==> config.mk <==
export PLATFORM = sky130hd
export DESIGN_NAME = apb_fsm_controller
export DESIGN_NICKNAME = d
export VERILOG_FILES = /design/src/rtl/apb_bridge_pkg.sv /design/src/rtl/apb_fsm_controller.sv
export SDC_FILE = /design/constraint.sdc
export NUM_CORES = 1
export LEC_CHECK = 0
export ABC_AREA = 1
export ABC_CLOCK_PERIOD_IN_PS = 1900
export BUFFER_PORTS_ARGS = -buffer_cell sky130_fd_sc_hd__buf_4
export CAP_MARGIN = 5
export CELL_PAD_IN_SITES_DETAIL_PLACEMENT = 2
export CELL_PAD_IN_SITES_GLOBAL_PLACEMENT = 2
export CORE_UTILIZATION = 22
export DETAILED_ROUTE_END_ITERATION = 10
export HOLD_SLACK_MARGIN = 0.03
export PLACE_DENSITY_LB_ADDON = 0.1
export SYNTH_ARGS = -nofsm -noshare
export SYNTH_HDL_FRONTEND = slang
export SYNTH_SLANG_ARGS = --single-unit
==> constraint.sdc <==
create_clock -name hclk -period 1.9 [get_ports hclk]
set_clock_uncertainty 0.2 [all_clocks]
set_input_delay 0.095 -clock hclk [delete_from_list [all_inputs] [get_ports hclk]]
set_output_delay 0.095 -clock hclk [all_outputs]
set_load 0.02 [all_outputs]
==> src/rtl/apb_bridge_pkg.sv <==
// apb_bridge_pkg: shared types and constants for the AHB-to-APB bridge.
//   state_t      : APB sequencer state encoding (8 states)
//   *_DEF        : default address/data widths and number of APB selects
//   SLVn_BASE    : APB slave base addresses used by the address decoder
//   is_enable()  : true for the three APB enable-phase states
package apb_bridge_pkg;

  localparam int ADDR_W_DEF = 32;
  localparam int DATA_W_DEF = 32;
  localparam int NSEL_DEF   = 3;

  localparam logic [31:0] SLV0_BASE = 32'h8000_0000;
  localparam logic [31:0] SLV1_BASE = 32'h8400_0000;
  localparam logic [31:0] SLV2_BASE = 32'h8800_0000;
  localparam logic [31:0] SLV3_BASE = 32'h8c00_0000;

  typedef enum logic [2:0] {
    ST_IDLE     = 3'd0,
    ST_WWAIT    = 3'd1,
    ST_READ     = 3'd2,
    ST_WRITE    = 3'd3,
    ST_WRITEP   = 3'd4,
    ST_RENABLE  = 3'd5,
    ST_WENABLE  = 3'd6,
    ST_WENABLEP = 3'd7
  } state_t;

  function automatic logic is_enable(input state_t s);
    return (s == ST_RENABLE) || (s == ST_WENABLE) || (s == ST_WENABLEP);
  endfunction

endpackage

==> src/rtl/apb_fsm_controller.sv <==
// apb_fsm_controller: APB sequencer of the AHB-to-APB bridge.
// Takes qualified AHB transfers from the slave interface and runs APB
// setup/enable phases, inserting AHB wait states via hreadyout.
//
// Ports:
//   hclk, hresetn         clock, async active-low reset
//   valid                 qualified AHB transfer in address phase
//   hwrite, hwritereg     live / one-cycle-delayed AHB direction
//   haddr, haddr1, haddr2 live / 1-cycle / 2-cycle delayed address
//   hwdata, hwdata1       live / 1-cycle delayed write data
//   tempselx              decoded one-hot slave select
//   pwrite, penable, pselx, paddr, pwdata   APB master outputs (registered)
//   hreadyout             AHB ready back to master (registered)
//   pready                only with APB_PREADY_EN: APB slave ready
//
// Build option: define APB_PREADY_EN to add the pready input and let
// enable phases stretch until the slave is ready.
module apb_fsm_controller
  import apb_bridge_pkg::*;
#(
  parameter int ADDR_W = ADDR_W_DEF,
  parameter int DATA_W = DATA_W_DEF,
  parameter int NSEL   = NSEL_DEF
) (
  input  logic              hclk,
  input  logic              hresetn,
  input  logic              valid,
  input  logic              hwrite,
  input  logic              hwritereg,
  input  logic [ADDR_W-1:0] haddr,
  input  logic [ADDR_W-1:0] haddr1,
  input  logic [ADDR_W-1:0] haddr2,
  input  logic [DATA_W-1:0] hwdata,
  input  logic [DATA_W-1:0] hwdata1,
  input  logic [NSEL-1:0]   tempselx,
  output logic              pwrite,
  output logic              penable,
  output logic [NSEL-1:0]   pselx,
  output logic [ADDR_W-1:0] paddr,
  output logic [DATA_W-1:0] pwdata,
  output logic              hreadyout
`ifdef APB_PREADY_EN
  ,
  input  logic              pready
`endif
);

`ifdef APB_PREADY_EN
  // Outputs are registered, so the enable phase cannot know in advance
  // whether pready will be high; the AHB side is held off for the whole
  // enable phase and released on the cycle after the slave completes.
  localparam logic ENABLE_READY = 1'b0;
  logic apb_ready;
  assign apb_ready = pready;
`else
  localparam logic ENABLE_READY = 1'b1;
  logic apb_ready;
  assign apb_ready = 1'b1;
`endif

  state_t state, next_state;

  always_comb begin
    next_state = state;
    case (state)
      ST_IDLE:
        if (valid) next_state = hwrite ? ST_WWAIT : ST_READ;
      ST_WWAIT:
        next_state = valid ? ST_WRITEP : ST_WRITE;
      ST_READ:
        next_state = ST_RENABLE;
      ST_WRITE:
        next_state = valid ? ST_WENABLEP : ST_WENABLE;
      ST_WRITEP:
        next_state = ST_WENABLEP;
      ST_RENABLE, ST_WENABLE: begin
        if (apb_ready) begin
          if (valid) next_state = hwrite ? ST_WWAIT : ST_READ;
          else       next_state = ST_IDLE;
        end
      end
      ST_WENABLEP: begin
        if (apb_ready) begin
          if (!hwritereg)  next_state = ST_READ;
          else if (valid)  next_state = ST_WRITEP;
          else             next_state = ST_WRITE;
        end
      end
      default: next_state = ST_IDLE;
    endcase
  end

  // Outputs are a function of the state being entered; for writes the
  // source state picks which pipeline tap holds the transfer's addr/data.
  always_ff @(posedge hclk or negedge hresetn) begin
    if (!hresetn) begin
      state     <= ST_IDLE;
      pselx     <= '0;
      penable   <= 1'b0;
      pwrite    <= 1'b0;
      paddr     <= '0;
      pwdata    <= '0;
      hreadyout <= 1'b1;
    end else begin
      state <= next_state;
      case (next_state)
        ST_IDLE, ST_WWAIT: begin
          pselx     <= '0;
          penable   <= 1'b0;
          hreadyout <= 1'b1;
        end
        ST_READ: begin
          paddr     <= haddr;
          pwrite    <= 1'b0;
          pselx     <= tempselx;
          penable   <= 1'b0;
          hreadyout <= 1'b0;
        end
        ST_WRITE, ST_WRITEP: begin
          if (state == ST_WENABLEP) begin
            paddr  <= haddr2;
            pwdata <= hwdata1;
          end else begin
            paddr  <= haddr1;
            pwdata <= hwdata;
          end
          pwrite    <= 1'b1;
          pselx     <= tempselx;
          penable   <= 1'b0;
          // WRITEP stalls the master while the second pipelined write's
          // data is still to be captured.
          hreadyout <= (next_state == ST_WRITE);
        end
        default: begin
          // enable states (entry or pready stall): hold addr/data/sel
          penable   <= 1'b1;
          hreadyout <= ENABLE_READY;
        end
      endcase
    end
  end

endmodule

==> Implementation_results.wiki <==
{| class="wikitable"
! Metric !! Value
|-
| Run status || finished, violations left
|-
| Violations in the final reports || setup timing
|-
| Total power density per cell area || 1610 mW/mm2
|-
| Post-route cell area || 0.00807 mm2
|-
| Clock latency of the later-clocked register in the worst-skew pair || 350 ps
|-
| Post-DR vias/cell || 4.61
|-
| Slew Limit Headroom || 71.6%
|-
| Total power consumption of the routed design || 13.0 mW
|-
| Synthesized netlist net count || 717
|-
| Buffers from clock root to sink, at most || 2
|-
| Overflow left after global routing || 0
|-
| Register cell area after layout || 0.00183 mm2
|-
| Placement-stage worst setup slack || -55.8 ps
|-
| DP Cell Count || 1,002
|-
| Share of async-settable or async-resettable flops after synthesis || 100%
|-
| Count of cell types in the netlist || 25
|-
| Number of enable-type register cells in the synthesized netlist || 0
|-
| Worst stage delay on the critical path || 440 ps
|-
| Floorplan core area || 0.0179 mm2
|-
| Worst-case vdd ir drop || 0.622 mV
|-
| Number of buffers inserted by port buffering || 237
|-
| Capturing element type of the critical path || register
|-
| Die height || 137 um
|-
| DPL Wire Length || 13.0 mm
|-
| WHS || 20.0 ps
|-
| Seq/Total Area, Yosys || 45.5%
|-
| Library cell contributing the largest single delay on the critical path || sky130_fd_sc_hd__dfrtp_2
|-
| Count of max-cap constraint violations || 0
|-
| Count of final hold-check violations || 0
|-
| Clock-pin slew reported for the worst setup and hold paths after clock tree synthesis || 60 ps
|-
| Leak pwr || 4.06 nW
|-
| Warnings from Yosys || 0
|-
| Fin crit share || 103%
|-
| Final min period || 1960 ps
|-
| Overall routed net length || 22.0 mm
|-
| Buffers and inverters on the worst path || 2
|-
| Type of the setup path with the least slack || reg -> reg
|-
| Crit-path leading delay family || simple AND/OR/NAND/NOR gates
|-
| Non-filler cells in the finished layout || 1,166
|-
| Number of DRC markers after the initial detailed-route iteration || 107
|-
| Cells after synthesis || 549
|-
| Avg Cell Area, Syn || 7.31 um2
|-
| DR vias || 5,377
|-
| Global-route wire length before repair || 32.5 mm
|-
| Number of top-level design ports || 238
|-
| Pin count of the biggest net entering global routing || 74
|-
| Antenna viol nets, final || 0
|-
| CTS root buffer || sky130_fd_sc_hd__clkbuf_16
|-
| Tightest Hold Check Type || in -> reg
|-
| Slew @ Worst Pin || 426 ps
|-
| Cell Area, Placed || 0.00616 mm2
|-
| RSZ-0062 raised after global routing || yes
|-
| Number of sinks handled by clock tree synthesis || 73
|-
| CTS HTree Levels || 3
|-
| Fraction of final layout cells with drive strength greater than 1 || 35.7%
|-
| Top cells by area in the synthesized netlist || sky130_fd_sc_hd__dfrtp_1, sky130_fd_sc_hd__nand2_1, sky130_fd_sc_hd__a31oi_1, sky130_fd_sc_hd__nand3_1, sky130_fd_sc_hd__o21ai_0
|-
| GRT Total Usage || 22.8%
|-
| Area share of the largest cell type after synthesis || 44.9%
|-
| Critical path fanouts, max || 8
|-
| Flop and latch count out of synthesis || 73
|-
| Horizontal die dimension || 137 um
|-
| Via count of the first global-routing pass || 6,110
|-
| Summed instance area of the synthesized netlist || 0.00401 mm2
|-
| CTS Buf Count || 9
|-
| Number of fillers in the final layout || 1,969
|-
| List of cells traversed by the critical path || buf_4, nand3_2, nor2_1, nor2_1, nand3_2, nand3_4, nand2_8, buf_4, nand2_1, nand2_1
|-
| Growth of design area from synthesis to finish || 101%
|-
| Initial standard-cell utilization of the core || 22.4%
|-
| CP arrival || 2000 ps
|-
| Rows || 49
|-
| Predominant post-synthesis flop cell || sky130_fd_sc_hd__dfrtp_1
|-
| Critical path required time || 1940 ps
|-
| Final WS setup || -63.0 ps
|-
| WL per Instance || 18.9 um
|-
| Area occupied by multi-input gates || 0.00198 mm2
|-
| Number of setup violations in the final report || 22
|-
| RD Place Congestion || 0.871
|-
| Maximum clock rate || 509 MHz
|-
| Leading area contributor after synthesis || sky130_fd_sc_hd__dfrtp_1
|-
| CTS tree || built
|-
| Antenna violations before repair || 1
|-
| DRC || 0
|-
| Final number of max-transition violations || 0
|-
| Number of search-and-repair iterations in the first detailed-routing pass || 4
|-
| Startpoint kind of the worst setup timing path || register
|-
| Number of nets at the end of the flow || 1,099
|-
| Die Area || 0.0188 mm2
|}
-- state kept, by name, indices dropped and copies added (netlist names) --
register / count
paddr: 32
state: 3
hreadyout: 1
pwdata: 32
pwrite: 1
penable: 1
pselx: 3
-- Yosys cell counts, types with 2 or more instances --
master,count
sky130_fd_sc_hd__nand2_1,231
sky130_fd_sc_hd__dfrtp_1,72
sky130_fd_sc_hd__nor2_1,41
sky130_fd_sc_hd__nand3_1,40
sky130_fd_sc_hd__o21ai_0,36
sky130_fd_sc_hd__a31oi_1,32
sky130_fd_sc_hd__or2_2,22
sky130_fd_sc_hd__buf_2,18
sky130_fd_sc_hd__o21ai_1,11
sky130_fd_sc_hd__clkbuf_1,10
sky130_fd_sc_hd__inv_1,10
sky130_fd_sc_hd__buf_6,6
sky130_fd_sc_hd__buf_4,4
sky130_fd_sc_hd__nand2_2,3
sky130_fd_sc_hd__inv_2,2
sky130_fd_sc_hd__nor2_2,2
-- layer usage --
layer	track usage, %	vias to the layer above	routed length (um)
li1	-	2530	-
met1	24.7	2675	8620
met2	42.8	146	11800
met3	5.33	26	1140
met4	8.24	0	418
met5	0	-	0
-- worst min-delay path, cell delays in order --
cell and delay [ps]:
sky130_fd_sc_hd__buf_4 70, sky130_fd_sc_hd__o21ai_0 100, sky130_fd_sc_hd__o21ai_0 160, sky130_fd_sc_hd__nand2_1 60
sky130_fd_sc_hd__nand2_1 50
-- path summary, 6_finish.rpt --
| kind | end | slack, ps | cells past startpoint | start |
|---|---|---|---|---|
| max reg2reg | paddr[2] | -60 | 10 | state[1] |
| min in group asynchronous | penable | 110 | 3 | hresetn |
| min | paddr[21] | 20 | 5 | haddr2[21] |
| max in group asynchronous | pwdata[25] | 1050 | 3 | hresetn |
| max | paddr[2] | -60 | 10 | state[1] |
| min reg2reg | pwrite | 290 | 2 | pwrite |
-- cell families (layout without fill, tap and decap cells) --
logic type,Yosys count,after routing,synth area share [%]
and+or+nand+nor,345,345,36.3
other,0,1,0
DFF,73,73,45.5
AOI/OAI and AO/OA,81,81,11.4
buffers and inverters,50,437,6.73
-- power by group --
| part | switching [mW] | internal [mW] | total (mW) | leakage (nW) |
|---|---|---|---|---|
| clock network | 0.718 | 1.14 | 1.86 | 0.152 |
| logic | 4.82 | 3.41 | 8.23 | 3.05 |
| registers | 0.492 | 2.39 | 2.89 | 0.858 |
-- cells in the final DEF (no fill, tap or decap), types with 2 or more instances in the layout --
master / n
sky130_fd_sc_hd__a31oi_1: 32
sky130_fd_sc_hd__buf_12: 8
sky130_fd_sc_hd__buf_4: 253
sky130_fd_sc_hd__buf_6: 5
sky130_fd_sc_hd__buf_8: 2
sky130_fd_sc_hd__bufinv_16: 2
sky130_fd_sc_hd__clkbuf_16: 11
sky130_fd_sc_hd__clkinv_2: 3
sky130_fd_sc_hd__dfrtp_1: 70
sky130_fd_sc_hd__dfrtp_2: 2
sky130_fd_sc_hd__dlygate4sd3_1: 138
sky130_fd_sc_hd__inv_1: 10
sky130_fd_sc_hd__nand2_1: 226
sky130_fd_sc_hd__nand2_2: 7
sky130_fd_sc_hd__nand2_8: 2
sky130_fd_sc_hd__nand3_1: 38
sky130_fd_sc_hd__nand3_2: 3
sky130_fd_sc_hd__nor2_1: 38
sky130_fd_sc_hd__nor2_2: 3
sky130_fd_sc_hd__nor2_4: 3
sky130_fd_sc_hd__o21ai_0: 31
sky130_fd_sc_hd__o21ai_1: 16
sky130_fd_sc_hd__or2_2: 22
-- layout make-up --
class | instances | share of cell area [%]
Timing Repair Buffer | 409 | 44.7
Multi-Input combinational cell | 426 | 24.6
Sequential cell | 73 | 22.7
Tap cell | 229 | 3.55
Clock buffer | 10 | 2.84
Clock inverter | 6 | 1.02
Inverter | 12 | 0.651
Antenna cell | 1 | 0.0310
-- per-stage QoR --
step,TNS [ps],utilization [%]
after floorplan,0,-
after detailed placement,-554,34.4
after CTS,-4.62,44.0
after global placement,0,34.4
final,-440,45.1
after global routing,-4070,45.1
-- timing repair --
| action | CTS | global route |
|---|---|---|
| pin swaps | 1 | 4 |
| hold endpoints to repair | 141 | 0 |
| gates resized for setup | 8 | 27 |
| hold buffers | 138 | 0 |
| endpoints found under the setup margin | 41 | 63 |
| cloned | 0 | 2 |
| setup buffers | 1 | 6 |
(Power assumes the default switching activity.)
